==> src/rtl/usr_pkg.sv <==
// usr_pkg: shared op, select and state codes for the USR command sequencer
package usr_pkg;
  localparam logic [1:0] OP_HOLD = 2'b00;
  localparam logic [1:0] OP_SHR  = 2'b01;
  localparam logic [1:0] OP_SHL  = 2'b10;
  localparam logic [1:0] OP_LOAD = 2'b11;
  localparam logic [1:0] SEL_HOLD = 2'b00;
  localparam logic [1:0] SEL_SHR  = 2'b01;
  localparam logic [1:0] SEL_SHL  = 2'b10;
  localparam logic [1:0] SEL_LOAD = 2'b11;
  localparam logic [1:0] ST_IDLE  = 2'd0;
  localparam logic [1:0] ST_LOAD  = 2'd1;
  localparam logic [1:0] ST_SHIFT = 2'd2;
  localparam logic [1:0] ST_DONE  = 2'd3;
endpackage

==> src/rtl/usr_shift_counter.sv <==
// usr_shift_counter: loadable down-counter flagging its final shift cycle
module usr_shift_counter #(
  parameter int CNT_W = 3
) (
  input  logic             clk,
  input  logic             rst,
  input  logic             load,
  input  logic             dec,
  input  logic [CNT_W-1:0] din,
  output logic             last
);
  logic [CNT_W-1:0] cnt;
  always_ff @(posedge clk) begin
    if (rst) cnt <= '0;
    else if (load) cnt <= din;
    else if (dec) cnt <= cnt - 1'b1;
  end
  assign last = cnt == CNT_W'(1);
endmodule

==> src/rtl/usr_ctrl.sv <==
// usr_ctrl: sequences hold/shift/load commands onto the USR slice control lines
module usr_ctrl
  import usr_pkg::*;
#(
  parameter int WIDTH = 4,
  parameter int CNT_W = 3
) (
  input  logic             clk,
  input  logic             rst,
  input  logic             cmd_valid,
  output logic             cmd_ready,
  input  logic [1:0]       cmd_op,
  input  logic [CNT_W-1:0] cmd_count,
  input  logic [WIDTH-1:0] cmd_data,
  input  logic             cmd_fill,
  output logic [1:0]       usr_select,
  output logic [WIDTH-1:0] usr_pdata,
  output logic             usr_sin_left,
  output logic             usr_sin_right,
  input  logic [WIDTH-1:0] usr_q,
  output logic             busy,
  output logic             done,
  output logic [WIDTH-1:0] result
);
  logic [1:0]       state, nxt, op;
  logic [WIDTH-1:0] data;
  logic             fill, last, accept;
  assign accept = cmd_valid & cmd_ready;
  usr_shift_counter #(.CNT_W(CNT_W)) u_cnt (
    .clk (clk),
    .rst (rst),
    .load(accept),
    .dec (state == ST_SHIFT),
    .din (cmd_count),
    .last(last)
  );
  always_comb begin
    nxt = state == ST_IDLE  ? (!cmd_valid ? ST_IDLE :
                               cmd_op == OP_LOAD ? ST_LOAD :
                               (cmd_op == OP_HOLD || cmd_count == '0) ? ST_DONE : ST_SHIFT) :
          state == ST_LOAD  ? ST_DONE :
          state == ST_SHIFT ? (last ? ST_DONE : ST_SHIFT) : ST_IDLE;
  end
  always_ff @(posedge clk) begin
    if (rst) begin
      state  <= ST_IDLE;
      op     <= OP_HOLD;
      data   <= '0;
      fill   <= 1'b0;
      result <= '0;
    end else begin
      state <= nxt;
      if (accept) begin
        op   <= cmd_op;
        data <= cmd_data;
        fill <= cmd_fill;
      end
      if (state == ST_DONE) result <= usr_q;
    end
  end
  // Everything below decodes from state and latched fields only, never from cmd_*
  assign cmd_ready     = state == ST_IDLE;
  assign busy          = state != ST_IDLE;
  assign done          = state == ST_DONE;
  assign usr_select    = state == ST_LOAD ? SEL_LOAD :
                         state == ST_SHIFT ? (op == OP_SHR ? SEL_SHR : SEL_SHL) : SEL_HOLD;
  assign usr_pdata     = state == ST_LOAD ? data : '0;
  assign usr_sin_left  = state == ST_SHIFT && fill;
  assign usr_sin_right = state == ST_SHIFT && fill;
endmodule

==> config.mk <==
export PLATFORM = sky130hd
export DESIGN_NAME = usr_ctrl
export DESIGN_NICKNAME = d
export VERILOG_FILES = /design/src/rtl/usr_pkg.sv /design/src/rtl/usr_shift_counter.sv /design/src/rtl/usr_ctrl.sv
export SDC_FILE = /design/constraint.sdc
export NUM_CORES = 1
export LEC_CHECK = 0
export CELL_PAD_IN_SITES_DETAIL_PLACEMENT = 1
export CELL_PAD_IN_SITES_GLOBAL_PLACEMENT = 2
export CORE_MARGIN = 3
export CORE_UTILIZATION = 24
export CTS_CLUSTER_DIAMETER = 40
export DETAILED_ROUTE_END_ITERATION = 8
export PLACE_DENSITY = 0.85
export SYNTH_ARGS = -nofsm -noshare
export SYNTH_HDL_FRONTEND = slang
export SYNTH_HIERARCHICAL = 1
export SYNTH_SLANG_ARGS = --single-unit
==> constraint.sdc <==
create_clock -name clk -period 1.6 [get_ports clk]
set_clock_uncertainty 0.15 [all_clocks]
set_input_delay 0.24 -clock clk [delete_from_list [all_inputs] [get_ports clk]]
set_output_delay 0.24 -clock clk [all_outputs]
set_load 0.005 [all_outputs]
; After elaboration in Yosys (flattened, before gate mapping)
; Index checks and enable logic that the tools add are counted.
; Widths: inputs -> output; s select.
[totals]
in_bits = 17
out_inout_bits = 15
elab_cells = 34
reg_bits = 16
[classes]
n_eq_ne = 6
reduce_logical = 7
addsub = 1
n_bitwise = 1
n_mux = 13
[ops]
columns = cell, n
row1 = $mux 2, 8
row2 = $eq 2x2->1 const B, 3
row3 = $mux 3, 2
row4 = $eq 2x1->1 const B, 2
row5 = $logic_not 2->1, 2
row6 = $mux 4, 1
row7 = $reduce_bool 2->1, 2
row8 = $eq 3x1->1 const B, 1
row9 = $logic_not 3->1, 1
row10 = $sub 3x1->3 const B, 1
row11 = $mux 1, 2
row12 = $and 1x1->1, 1
row13 = $logic_and 1x1->1, 1
row14 = $logic_or 1x1->1, 1

; Depth between registers and ports, before layout
[logic_depth]
depth_word = 6
depth_mapped = 6
depth_no_buf = 6

; Modules after synthesis
; Netlist, hierarchy kept.
[modules_own_cells]
columns = mod, cells_per_inst, seq_area_each_um2, n_inst, area_per_inst_um2
row1 = usr_ctrl, 73, 260.2, 1, 630.6
row2 = usr_shift_counter, 20, 60.1, 1, 187.7

; Least setup slack after synthesis
; Ideal clock, no wire load.
[synth_timing]
path_kind = register to register
startpoint = reg state[0]
endpoint = reg u_cnt.cnt[2]
synth_period_minus_slack_ps = 1468
path_stages_with_launch = 7
required_time_ps = 1347
arrival_time_ps = 1215
n_path_buf = 0
slack_ps = 132
setup_time_ps = 103
cell_sequence = dfxtp_1 > inv_1 > ha_1 > nand2_4 > inv_6 > and4b_1 > a2111oi_2
[synth_via]
elab_chain_len = 3
elab_cells_between_ends = 5
cone_classes = 1 x eq/ne / 1 x mux / 1 x bitwise / 2 x reduce/logical
[synth_rtl]
columns = item, line
row1 = "start, declared", usr_ctrl.sv:25  ; logic [1:0] state, nxt, op;
row2 = "start signal, assigned", usr_ctrl.sv:52  ; state <= nxt;
row3 = $logic_not 2->1 (*), usr_ctrl.sv:62  ; assign cmd_ready = state == ST_IDLE;
row4 = net cmd_ready, usr_ctrl.sv:11  ; output logic cmd_ready,
row5 = $and 1x1->1 (*), usr_ctrl.sv:28  ; assign accept = cmd_valid & cmd_ready;
row6 = net accept, usr_ctrl.sv:27  ; logic fill, last, accept;
row7 = $mux 3 / $reduce_bool 2->1 (equally long branches), --
row8 = "end signal, assigned", usr_shift_counter.sv:15  ; else if (load) cnt <= din;
row9 = "end signal, assigned", usr_shift_counter.sv:16  ; else if (dec) cnt <= cnt - 1'b1;
row10 = "end, declared", usr_shift_counter.sv:12  ; logic [CNT_W-1:0] cnt;
; Mark *: on every way through the listed nets, which the timed path passes. The rest lies on a longest branch.
; A chain may end at the register's enable or synchronous reset.

; Worst setup path in the final report
[layout_timing]
startpoint = reg state[1]
endpoint = out usr_select[1]
[layout_via]
elab_chain_len = 3
elab_cells_between_ends = 4
cone_classes = 2 x eq/ne / 2 x mux
[layout_rtl]
columns = item, line
row1 = $eq 2x2->1, usr_ctrl.sv:66  ; state == ST_SHIFT ? (op == OP_SHR ? SEL_SHR : SEL_SHL) : SEL_HOLD;
row2 = $mux 2, usr_ctrl.sv:66
row3 = $mux 2 (*), usr_ctrl.sv:65  ; assign usr_select = state == ST_LOAD ? SEL_LOAD :
row4 = "end, declared", usr_ctrl.sv:16  ; output logic [1:0] usr_select,
; Mark *: on every way between the ends. The rest lies on a longest branch, timed or not.

==> flow_summary.toml <==
[yosys]
ys_seq_area_frac = 0.3914
synth_area_um2 = 818.3
syn_avg_cell_area_um2 = 8.799
synthCells = 93
synth_nets = 116
synth.distinct_cells = 26
yosys_warnings = 6
synth_seq_cells = 16

[timing]
finalWorstSetupSlack_ns = -0.05209
hold_ws_ns = 0.3113
worst_pin_slew_ns = 0.2973
fmax_mhz = 605.3
setup_viol = 6
final_max_slew_viol_count = 0
hold_viol = 0
fin_crit_ns = 1.652
rsz0062_at_grt = "yes"
timing.slew.headroom = 0.8006
fin_crit_sh = 1.033

[outcome]
outcome = "finished, violations left"
violations = "negative setup slack"

[grt]
grt_start_max_net_pins = 10
grt_pass1_vias = 902
overflow = 0
grt_pass1_wl_um = 4057
grt_use_total = 0.1241
antenna_found_initial = 0

[clocking]
cts_tree = "done"
htreeDepth = 1
clock_path_buffers = 2
clock_latency_ns = 0.30
numCtsBuffers = 3
path_clk_slew_ns = 0.10
cts.hold.buffers_added = 0
cts_root_buf = "clkbuf_4"
cts.sinks = 16

[critical_path]
timing.critical_path.fanout_max = 4
rrSetupSlack_ns = 0.05
cp_data_required_time_ns = 1.21
end_kind = "primary output"
crit_arrival_ns = 1.26
rr_worst_depth = 8
start_kind = "register"
r2r-start = "state[1]$_SDFF_PP0_"
r2r_end = "u_cnt/cnt[2]$_SDFFE_PP0P_"
worstSetupPathType = "reg2out"

[cells_and_area]
antennaDiodeCount = 0
final_common_cell = "clkdlybuf4s50_1"
fin_cells = 184
multiInputGateArea_um2 = 509.2
fillCellCount = 384
fin_util = 0.4373
drive_above_1_share = 0.3857
area_growth_syn_to_layout_pct = 68.50
layout_common_cells = "clkdlybuf4s50_1, nand2_1, dfxtp_1"
nNetsFinal = 164
register_area_um2 = 325.3

[die]
initial_core_util = 0.2595
io_pins = 32
rows = 20
fp.dieH_um = 64.39
core_area_um2 = 3153
die_area_um2 = 4146
die_x_um = 64.39

[power]
p_int_mw = 0.7396
peakVddDrop_v = 0.0002661
p_switching_mw = 0.3005
sw_frac_of_total = 0.2889
leakage_nw = 0.5785
sequentialPowerShare = 0.431
p_comb_frac = 0.299
clkPwrFrac = 0.270
power_density_nw_per_um2 = 754.3

[detailed_routing]
vias_per_cell = 4.261
antenna_left = 0
wl_per_cell_um = 12.86
wl_um = 2367
drtIter0Drc = 28
drc = 0
num_vias = 784
drt_first_pass_iters = 4

[placement]
dp_hpwl_um = 1780
place_inst = 176
routabilityCongestion = 0.7421
io_buffer_count = 31

[hold_path]
hp-class = "reg2reg"
hp-start = "data[1]$_SDFFE_PP0P_"
worstHoldEndpoint = "data[1]$_SDFFE_PP0P_"
hold_depth = 2

[flow_run]
drv_cap = 0
-- power groups by stage --
stage	logic (mW)	registers [mW]	clock network [mW]
after floorplan	0.130	0.450	0
after global placement	0.274	0.452	0
after detailed placement	0.280	0.455	0
after CTS	0.305	0.448	0.293
after global routing	0.346	0.452	0.309
final	0.311	0.448	0.281
-- cells in the mapped netlist --
library cell | n | share of area
a2111oi_2 | 1 | 0.018
a211oi_1 | 2 | 0.018
a21o_1 | 2 | 0.018
a21oi_1 | 6 | 0.037
a21oi_2 | 3 | 0.032
and2_1 | 6 | 0.046
and4b_1 | 1 | 0.012
buf_2 | 2 | 0.012
buf_4 | 1 | 0.0092
dfxtp_1 | 16 | 0.39
ha_1 | 6 | 0.092
inv_1 | 8 | 0.037
inv_6 | 1 | 0.011
mux2i_1 | 4 | 0.049
nand2_1 | 17 | 0.078
nand2_4 | 1 | 0.014
nand2b_1 | 1 | 0.0077
nand3_1 | 1 | 0.0061
nand3b_1 | 1 | 0.0092
nor2_1 | 5 | 0.023
nor2b_1 | 2 | 0.015
nor3_2 | 1 | 0.012
o21ai_2 | 1 | 0.011
o21bai_1 | 1 | 0.0092
o41ai_1 | 1 | 0.011
xnor2_1 | 2 | 0.021
-- worst max path at each step --
stage,startpoint,end
2_1_floorplan,state[0]$_SDFF_PP0_,u_cnt/cnt[2]$_SDFFE_PP0P_
6_report,state[1]$_SDFF_PP0_,usr_select[1]
4_1_cts,state[1]$_SDFF_PP0_,usr_select[1]
3_3_place_gp,state[1]$_SDFF_PP0_,usr_pdata[0]
5_1_grt,state[1]$_SDFF_PP0_,usr_select[1]
3_5_place_dp,state[1]$_SDFF_PP0_,usr_pdata[3]
-- flip-flops by register name, indices dropped and copies added, names as in the netlist --
register / cells
data: 4
result: 4
u_cnt/cnt: 3
op: 2
state: 2
fill: 1
-- per-layer routing --
metal,GRT usage,routed length [um],part of all wire,vias to the layer above
met5,0,0,0,-
met4,0.05541,31,0.013,0
met3,0.01230,56,0.024,3
met2,0.2358,1307,0.55,12
met1,0.1368,972,0.41,369
li1,-,-,-,400
-- area by class of cell --
class	count	share of cell area
sequential	16	0.2359
multi-input combinational	65	0.3693
inverter	9	0.02813
tap	44	0.03993
timing repair buffer	46	0.3004
clock buffer	4	0.02632
-- stage by stage --
stage / cell area (um2) / worst slack [ns] / TNS (ns) / power [mW]
CTS: 1336 / -0.06224 / -0.2325 / 1.045
finish: 1379 / -0.05209 / -0.1597 / 1.040
global placement: 1249 / -0.1230 / -0.8262 / 0.7260
detailed placement: 1249 / -0.1697 / -1.316 / 0.7348
floorplan: 818.3 / 0.1318 / 0 / 0.5803
global route: 1379 / -0.1058 / -0.4912 / 1.107
-- critical path, cell delays in order (launching register included) --
cell     delay [ns]
dfxtp_2        0.36
inv_2          0.05
ha_4           0.17
buf_6          0.12
a21o_1         0.14
buf_2          0.12
-- cells by family after synthesis --
| group | count (synthesis) | synth area share |
|---|---|---|
| AND/OR/NAND/NOR | 36 | 0.2232 |
| AO/OA/AOI/OAI | 17 | 0.1544 |
| adder cells (fa/ha/maj) | 6 | 0.09174 |
| buffers and inverters | 12 | 0.06881 |
| flip-flops | 16 | 0.3914 |
| XOR/XNOR | 2 | 0.02141 |
| multiplexers | 4 | 0.04893 |
-- what timing repair did --
action | CTS | global route
hold endpoints to repair | 0 | 0
gates resized for setup | 61 | 11
setup endpoints to repair | 22 | 13
buffers inserted | 4 | 0
pin swaps | 5 | 1
(Power assumes the default switching activity.)
